$ cat config.mk
export PLATFORM = sky130hd
export DESIGN_NAME = shift_register_loader
export DESIGN_NICKNAME = d
export VERILOG_FILES = /design/src/rtl/shift_register_loader_pkg.sv /design/src/rtl/shift_register_loader_piso.sv /design/src/rtl/shift_register_loader.sv
export SDC_FILE = /design/constraint.sdc
export NUM_CORES = 1
export LEC_CHECK = 0
export CORE_MARGIN = 4
export CORE_UTILIZATION = 40
export CTS_CLUSTER_DIAMETER = 120
export CTS_CLUSTER_SIZE = 12
export DETAILED_ROUTE_END_ITERATION = 10
export GPL_TIMING_DRIVEN = 0
export PLACE_DENSITY = 0.74
export RECOVER_POWER = 25
export SLEW_MARGIN = 20
export SYNTH_ARGS = -nofsm -noshare
export SYNTH_HDL_FRONTEND = slang
export SYNTH_SLANG_ARGS = --single-unit
$ cat constraint.sdc
create_clock -name clk -period 1.85 [get_ports clk]
set_input_delay 0.37 -clock clk [delete_from_list [all_inputs] [get_ports clk]]
set_output_delay 0.37 -clock clk [all_outputs]
set_load 0.02 [all_outputs]
$ cat src/rtl/shift_register_loader_pkg.sv
// Shared types and constants for the shift_register_loader sequencer.
// State encodings are plain logic constants so older code can compare against them directly.
package shift_register_loader_pkg;

  localparam int DEFAULT_WIDTH = 8;

  typedef logic [1:0] state_t;

  localparam state_t IDLE  = 2'd0;
  localparam state_t CLEAR = 2'd1;
  localparam state_t SHIFT = 2'd2;
  localparam state_t CHECK = 2'd3;

  function automatic int cnt_w(input int width);
    return $clog2(width);
  endfunction

endpackage

$ cat src/rtl/shift_register_loader_piso.sv
// Word holding register plus bit counter; presents the next bit to drive, MSB first.
// next_bit is the value sr_data should take at the coming edge (start or step).
module shift_register_loader_piso
  import shift_register_loader_pkg::*;
#(
  parameter int WIDTH = DEFAULT_WIDTH
) (
  input  logic             clk,
  input  logic             reset,
  input  logic             load,
  input  logic [WIDTH-1:0] din,
  input  logic             start,
  input  logic             step,
  output logic [WIDTH-1:0] word,
  output logic             next_bit,
  output logic             last
);

  localparam int CW = cnt_w(WIDTH);

  logic [CW-1:0] bit_cnt;
  logic [CW-1:0] cnt_m1;

  assign cnt_m1 = bit_cnt - 1'b1;
  assign last   = (bit_cnt == '0);

  // NOTE: a single holding register, not a memory array, so resetting it is cheap and keeps
  // the readback comparison deterministic after reset.
  always_ff @(posedge clk or posedge reset) begin
    if (reset) begin
      word    <= '0;
      bit_cnt <= '0;
    end else begin
      if (load) word <= din;
      if (start)     bit_cnt <= CW'(WIDTH - 1);
      else if (step) bit_cnt <= cnt_m1;
    end
  end

  // NOTE: default assignment first so the mux never infers a latch.
  always_comb begin
    next_bit = word[cnt_m1];
    if (start) next_bit = load ? din[WIDTH-1] : word[WIDTH-1];
  end

endmodule

$ cat src/rtl/shift_register_loader.sv
// Sequencer serializing parallel words MSB-first into an external serial-in shift register.
// Optional readback compare: define SHIFT_REGISTER_LOADER_READBACK_EN to enable the mismatch flag.
module shift_register_loader
  import shift_register_loader_pkg::*;
#(
  parameter int WIDTH             = DEFAULT_WIDTH,
  parameter bit CLEAR_BEFORE_LOAD = 1'b0
) (
  input  logic             clk,
  input  logic             reset,
  input  logic             in_valid,
  output logic             in_ready,
  input  logic [WIDTH-1:0] in_data,
  input  logic             clr_req,
  output logic             sr_reset,
  output logic             sr_data,
  output logic             sr_shift_enable,
  input  logic [WIDTH-1:0] sr_stored_data,
  output logic             busy,
  output logic             done,
  output logic             mismatch
);

  state_t           state;
  state_t           next_state;
  logic             pending;
  logic             accept;
  logic             start;
  logic             step;
  logic             next_bit;
  logic             last;
  logic [WIDTH-1:0] word;

  assign in_ready = (state == IDLE) && !clr_req;
  assign accept   = in_valid && in_ready;
  assign start    = (accept && !CLEAR_BEFORE_LOAD) || ((state == CLEAR) && pending);
  assign step     = (state == SHIFT) && !last;

  shift_register_loader_piso #(.WIDTH(WIDTH)) u_piso (
    .clk      (clk),
    .reset    (reset),
    .load     (accept),
    .din      (in_data),
    .start    (start),
    .step     (step),
    .word     (word),
    .next_bit (next_bit),
    .last     (last)
  );

  always_comb begin
    next_state = state;
    case (state)
      IDLE: begin
        if (clr_req)       next_state = CLEAR;
        else if (in_valid) next_state = CLEAR_BEFORE_LOAD ? CLEAR : SHIFT;
      end
      CLEAR:   next_state = pending ? SHIFT : IDLE;
      SHIFT:   if (last) next_state = CHECK;
      CHECK:   next_state = IDLE;
      default: next_state = IDLE;
    endcase
  end

  // All sr_* pins and status flags are registered from next_state, so they line up with the state.
  // NOTE: non-blocking assignments for every flop so all state updates see pre-edge values.
  always_ff @(posedge clk or posedge reset) begin
    if (reset) begin
      state           <= IDLE;
      pending         <= 1'b0;
      sr_reset        <= 1'b1;
      sr_data         <= 1'b0;
      sr_shift_enable <= 1'b0;
      busy            <= 1'b0;
      done            <= 1'b0;
    end else begin
      state           <= next_state;
      sr_reset        <= (next_state == CLEAR);
      sr_shift_enable <= (next_state == SHIFT);
      sr_data         <= (next_state == SHIFT) ? next_bit : 1'b0;
      busy            <= (next_state != IDLE);
      done            <= (next_state == CHECK);
      if (accept)              pending <= CLEAR_BEFORE_LOAD;
      else if (state == CLEAR) pending <= 1'b0;
    end
  end

`ifdef SHIFT_REGISTER_LOADER_READBACK_EN
  always_ff @(posedge clk or posedge reset) begin
    if (reset)               mismatch <= 1'b0;
    else if (accept)         mismatch <= 1'b0;
    else if (state == CHECK) mismatch <= (sr_stored_data != word);
  end
`else
  logic unused_readback;
  assign unused_readback = ^{sr_stored_data, word};
  assign mismatch        = 1'b0;
`endif

endmodule
Word-level counts from Yosys, hierarchy flattened

Index checks and enable logic that the tools add are counted.

$add $sub $neg: 1
$lt $le $gt $ge: 1
Equal/unequal tests: 6
Muxes and demuxes: 14
Reductions and logical operators: 12

Operators by type and width:

| operator              | number |
|---|---|
| $eq A2 B2 Y1 const B  | 4 |
| $mux W2               | 4 |
| $pmux W2 S4           | 1 |
| $mux W1               | 6 |
| $mux W3               | 2 |
| $reduce_bool A2 Y1    | 3 |
| $eq A2 B1 Y1 const B  | 2 |
| $logic_and A1 B1 Y1   | 4 |
| $lt A3 B4 Y1 const B  | 1 |
| $bmux W1 S3           | 1 |
| $logic_not A3 Y1      | 1 |
| $sub A3 B1 Y3 const B | 1 |
| $logic_not A1 Y1      | 2 |
| $logic_not A2 Y1      | 1 |
| $logic_or A1 B1 Y1    | 1 |

Register bits: 19
Output and inout bits: 7
Logic and storage cells: 43

Longest topological paths before layout

Word-level depth: 6
Depth in mapped cells: 8
Depth with buffers taken out: 6

By module

Synthesis repeated with hierarchy kept, for this count alone.

Cells, all modules: 68
Area, all modules: 832.0 sq um

Modules (own cells, without submodules):

| module                     | times used | cells each | area an instance (sq um) | sequential area each (sq um) |
|---|---|---|---|---|
| shift_register_loader_piso | 1          | 42         | 538.0                    | 275.3 |
| shift_register_loader      | 1          | 26         | 294.0                    | 176.4 |

Least setup slack after synthesis

Ideal clock, no wire load.

Path type: flip-flop to flip-flop
Start: register u_piso.bit_cnt[0]
End: register u_piso.bit_cnt[0]
Setup time: 120 ps
Data arrival time: 1,657 ps
Data required time: 1,730 ps
Setup slack: 74 ps
Cell stages (with the launch flop): 9
Path buffers: 2
Period minus slack after synthesis: 1,776 ps
Cells stage by stage: dfrtp_1 > buf_2 > inv_1 > ha_1 > ha_1 > or3b_2 > clkbuf_1 > xnor2_1 > nand2_1

Word-level cells in the longest chain between the ends: 4
Elaborated cells on any way between the ends: 7
Classes of those cells: 1 x add/sub; 2 x mux; 4 x reduce/logical

RTL lines:

| element                                                               | RTL line                         | source |
|---|---|---|
| from (decl)                                                           | shift_register_loader_piso.sv:21 | `logic [CW-1:0] bit_cnt;` |
| from (signal assigned)                                                | shift_register_loader_piso.sv:35 | `if (start) bit_cnt <= CW'(WIDTH - 1);` |
| from (signal assigned)                                                | shift_register_loader_piso.sv:36 | `else if (step) bit_cnt <= cnt_m1;` |
| parallel branches: the longest is 4 deep, another holds $sub A3 B1 Y3 | n/a                              |  |

Parallel ways; which one is timed is not known. The select of a mux whose other input is x is not followed.
A chain may end at the register's enable or synchronous reset.

Worst setup path in the final report

Start: input in_valid
End: register u_piso.word[7]

Word-level cells in the longest chain between the ends: 1

RTL lines:

| element              | RTL line                         | source |
|---|---|---|
| from (decl)          | shift_register_loader.sv:11      | `input logic in_valid,` |
| $logic_and A1 B1 Y1  | shift_register_loader.sv:35      | `assign accept = in_valid && in_ready;` |
| to (signal assigned) | shift_register_loader_piso.sv:34 | `if (load) word <= din;` |
| to (decl)            | shift_register_loader_piso.sv:14 | `output logic [WIDTH-1:0] word,` |

No other way between the ends.

==> reports/qor.yml <==
io_pins: 27
dr.pass1.iters: 2
cts-buffers-inserted: 3
end_kind: "flip-flop"
ys_seq_elements: 18
fin_crit_ns: 1.773
leakagePower_nw: 0.4872
holdBufCountCts: 0
clock_path_buffers: 2
viasPerCell: 4.850
grt_pass1_wl_mm: 2.221
antenna_cells: 0
initial_utilization: 0.4230
path_max_fanout: 5
clk_pin_slew_ns: 0.09
min_path_type: "flip-flop to flip-flop"
r2r_start: "u_piso.bit_cnt[0]$_DFFE_PP0P_"
track_usage: 0.1088
maxSlewHeadroom: 0.5563
utilization: 0.5417
instances_no_fill: 113
slowest_stage: "clkdlybuf4s50_1"
start_kind: "input port"
hold_viol_final: 0
cts_sinks: 18
grt_max_degree: 19
reg2reg_setup_slack_ns: 0.16
synth.largest_area_cell: "dfrtp_1"
drive_gt1_frac: 0.2558
synth_edf_count: 0
drt_wl_total_mm: 1.312
yosys.area.top_type_share: 0.5075
row_count: 16
port-buffer-count: 17
synth_area_leaders: "dfrtp_1 (51%), mux2_2 (9.4%), mux2i_1 (4.8%)"
criticalPathCategory: "input port to flip-flop"
fin_worst_skew_ns: 0.005812
area_growth_pct: 28.06
drtIter0Drc: 2
maxCapViolCount: 0
crit_chain: "clkdlybuf4s50_1 -> or3b_4 -> or2_1 -> buf_6 -> mux2_4"
critPathArrivalTime_ns: 1.95
drc: 0
dieArea_um2: 2892
synth_cells: 66
setup_violations: 0
die-width_um: 53.78
synth_cell_types: 28
cellPowerDensity_nw_per_um2: 1525
cts_setup_buffers: 0
slew_viol_final: 0
rsz0062_at_grt: "no"
ant_nets: 0
yosysSeqAreaShare: 0.5388
coreArea_um2: 1982
place_congestion: 0.7497
netlist_top_cells_count: "dfrtp_1 (17), mux2_2 (7), inv_1 (5)"
yosysMostFrequentCell: "dfrtp_1"
syn_nets: 88
rr_worst_depth: 5
critPathMaxStageDelay_ns: 0.50
cp.required_ns: 2.03
cts_tree: "built"
hold_end: "u_piso.word[0]$_DFFE_PP0P_"
wl_per_cell_um: 11.61
htree_levels: 1
yosys_warnings: 0
synth.avg_cell_area_um2: 12.70
max_freq_mhz: 563.9
antenna_found_initial: 0
vias: 548
max-vdd-ir-drop_v: 0.0006717
dpl.cell_count: 110
min_from: "u_piso.word[0]$_DFFE_PP0P_"
root_buffer: "clkbuf_4"
fin_nets: 109
chipHeight_um: 53.78
fin_crit_sh: 0.9586
grt_pass1_vias: 524
worst_pin_slew_ns: 0.6648
startpoint: "in_valid"
holdWs_ns: 0.5153
min_path_cells: 1
gr-total-overflow: 0
ys_async_sr_fraction: 1.000
synth_flop_cell: "dfrtp_1"
dp_hpwl_mm: 1.006
insertion_delay_ns: 0.29
r2r-end: "sr_data$_DFF_PP0_"
syn_area_um2: 838.3
status: "finished clean"
## kinds of logic (layout without fill, tap and decap cells)
| family | after synthesis | after routing | share of synthesized area |
|---|---|---|---|
| AO/OA/AOI/OAI | 5 | 5 | 0.04775 |
| XOR/XNOR | 1 | 1 | 0.01045 |
| adder cells (fa/ha/maj) | 2 | 2 | 0.02985 |
| buffers and inverters | 10 | 30 | 0.06865 |
| flip-flops | 18 | 18 | 0.5388 |
| multiplexers | 13 | 13 | 0.1866 |
| other | 1 | 1 | 0.004473 |
| AND/OR/NAND/NOR | 16 | 16 | 0.1134 |
## state kept, by name (all words and copies together) (netlist names)
signal and flops:
u_piso.bit_cnt 3, u_piso.word 8, busy 1, sr_reset 1
sr_data 1, done 1, sr_shift_enable 1, state 2
## worst max path at each step
stage	endpoint	depth (start not counted)
2_1_floorplan	u_piso.bit_cnt[0]$_DFFE_PP0P_	8
3_5_place_dp	u_piso.word[4]$_DFFE_PP0P_	4
6_report	u_piso.word[7]$_DFFE_PP0P_	5
5_1_grt	sr_reset	1
4_1_cts	u_piso.bit_cnt[0]$_DFFE_PP0P_	7
3_3_place_gp	u_piso.word[5]$_DFFE_PP0P_	4
## per-layer routing
layer  global-route usage  share of wire  vias to the layer above
met3              0.02493          0.063                        2
met4              0.06809          0.013                        0
met5                    0              0                        -
met2               0.1794           0.49                       17
li1                     -              -                      262
met1               0.1263           0.43                      267
## stage by stage
stage / cell area, µm² / total power [mW] / setup WS, ns / TNS, ns
6_report: 1074 / 1.637 / 0.07660 / 0
5_1_grt: 1074 / 1.778 / 0.02957 / 0
4_1_cts: 1066 / 1.642 / 0.05254 / 0
3_5_place_dp: 1042 / 1.448 / -0.2474 / -2.350
3_3_place_gp: 1042 / 1.433 / -0.2248 / -2.089
2_1_floorplan: 838.3 / 1.246 / 0.07353 / 0
## timing repair
item,in CTS,in global routing
pin swaps,0,0
gates resized for setup,2,2
setup endpoints to repair,4,5
gates cloned,0,0
## area by class of cell
class	count	area [µm²]
Timing Repair Buffer	17	168.9
Fill cell	172	908.4
Inverter	5	18.77
Tap cell	27	33.78
Sequential cell	18	451.7
Clock buffer	4	26.28
Buffer	4	37.54
Multi-Input combinational cell	38	336.6
## worst max-delay path, delay by kind of cell
kind | cells | cell delay, ns
and+or+nand+nor | 2 | 0.66
muxes | 1 | 0.29
buffers and inverters | 2 | 0.63
## power breakdown
| part | switching [mW] | internal (mW) |
|---|---|---|
| Combinational | 0.334 | 0.444 |
| Sequential | 0.0858 | 0.575 |
| Clock | 0.115 | 0.0838 |
## placed cells by master, fill, tap and decap left out
master and count:
or2_1 1, a21oi_1 2, mux2i_1 4, dfrtp_1 17, mux2_4 1, o211ai_1 2
buf_4 2, clkdlybuf4s50_1 15, nand2_1 3, ha_1 2, conb_1 1, a221oi_2 1
or2_2 1, inv_1 5, nor2_4 1, clkbuf_4 3, nor3_1 2, or2b_1 1
dfstp_2 1, or3b_4 2, nand3_1 1, xnor2_1 1, dlygate4sd3_1 1, nor2_1 2
dlygate4sd2_1 1, mux2_2 7, clkbuf_1 1, buf_6 2, nor3b_1 2, mux4_2 1
Power figures use the tool's default switching activity.
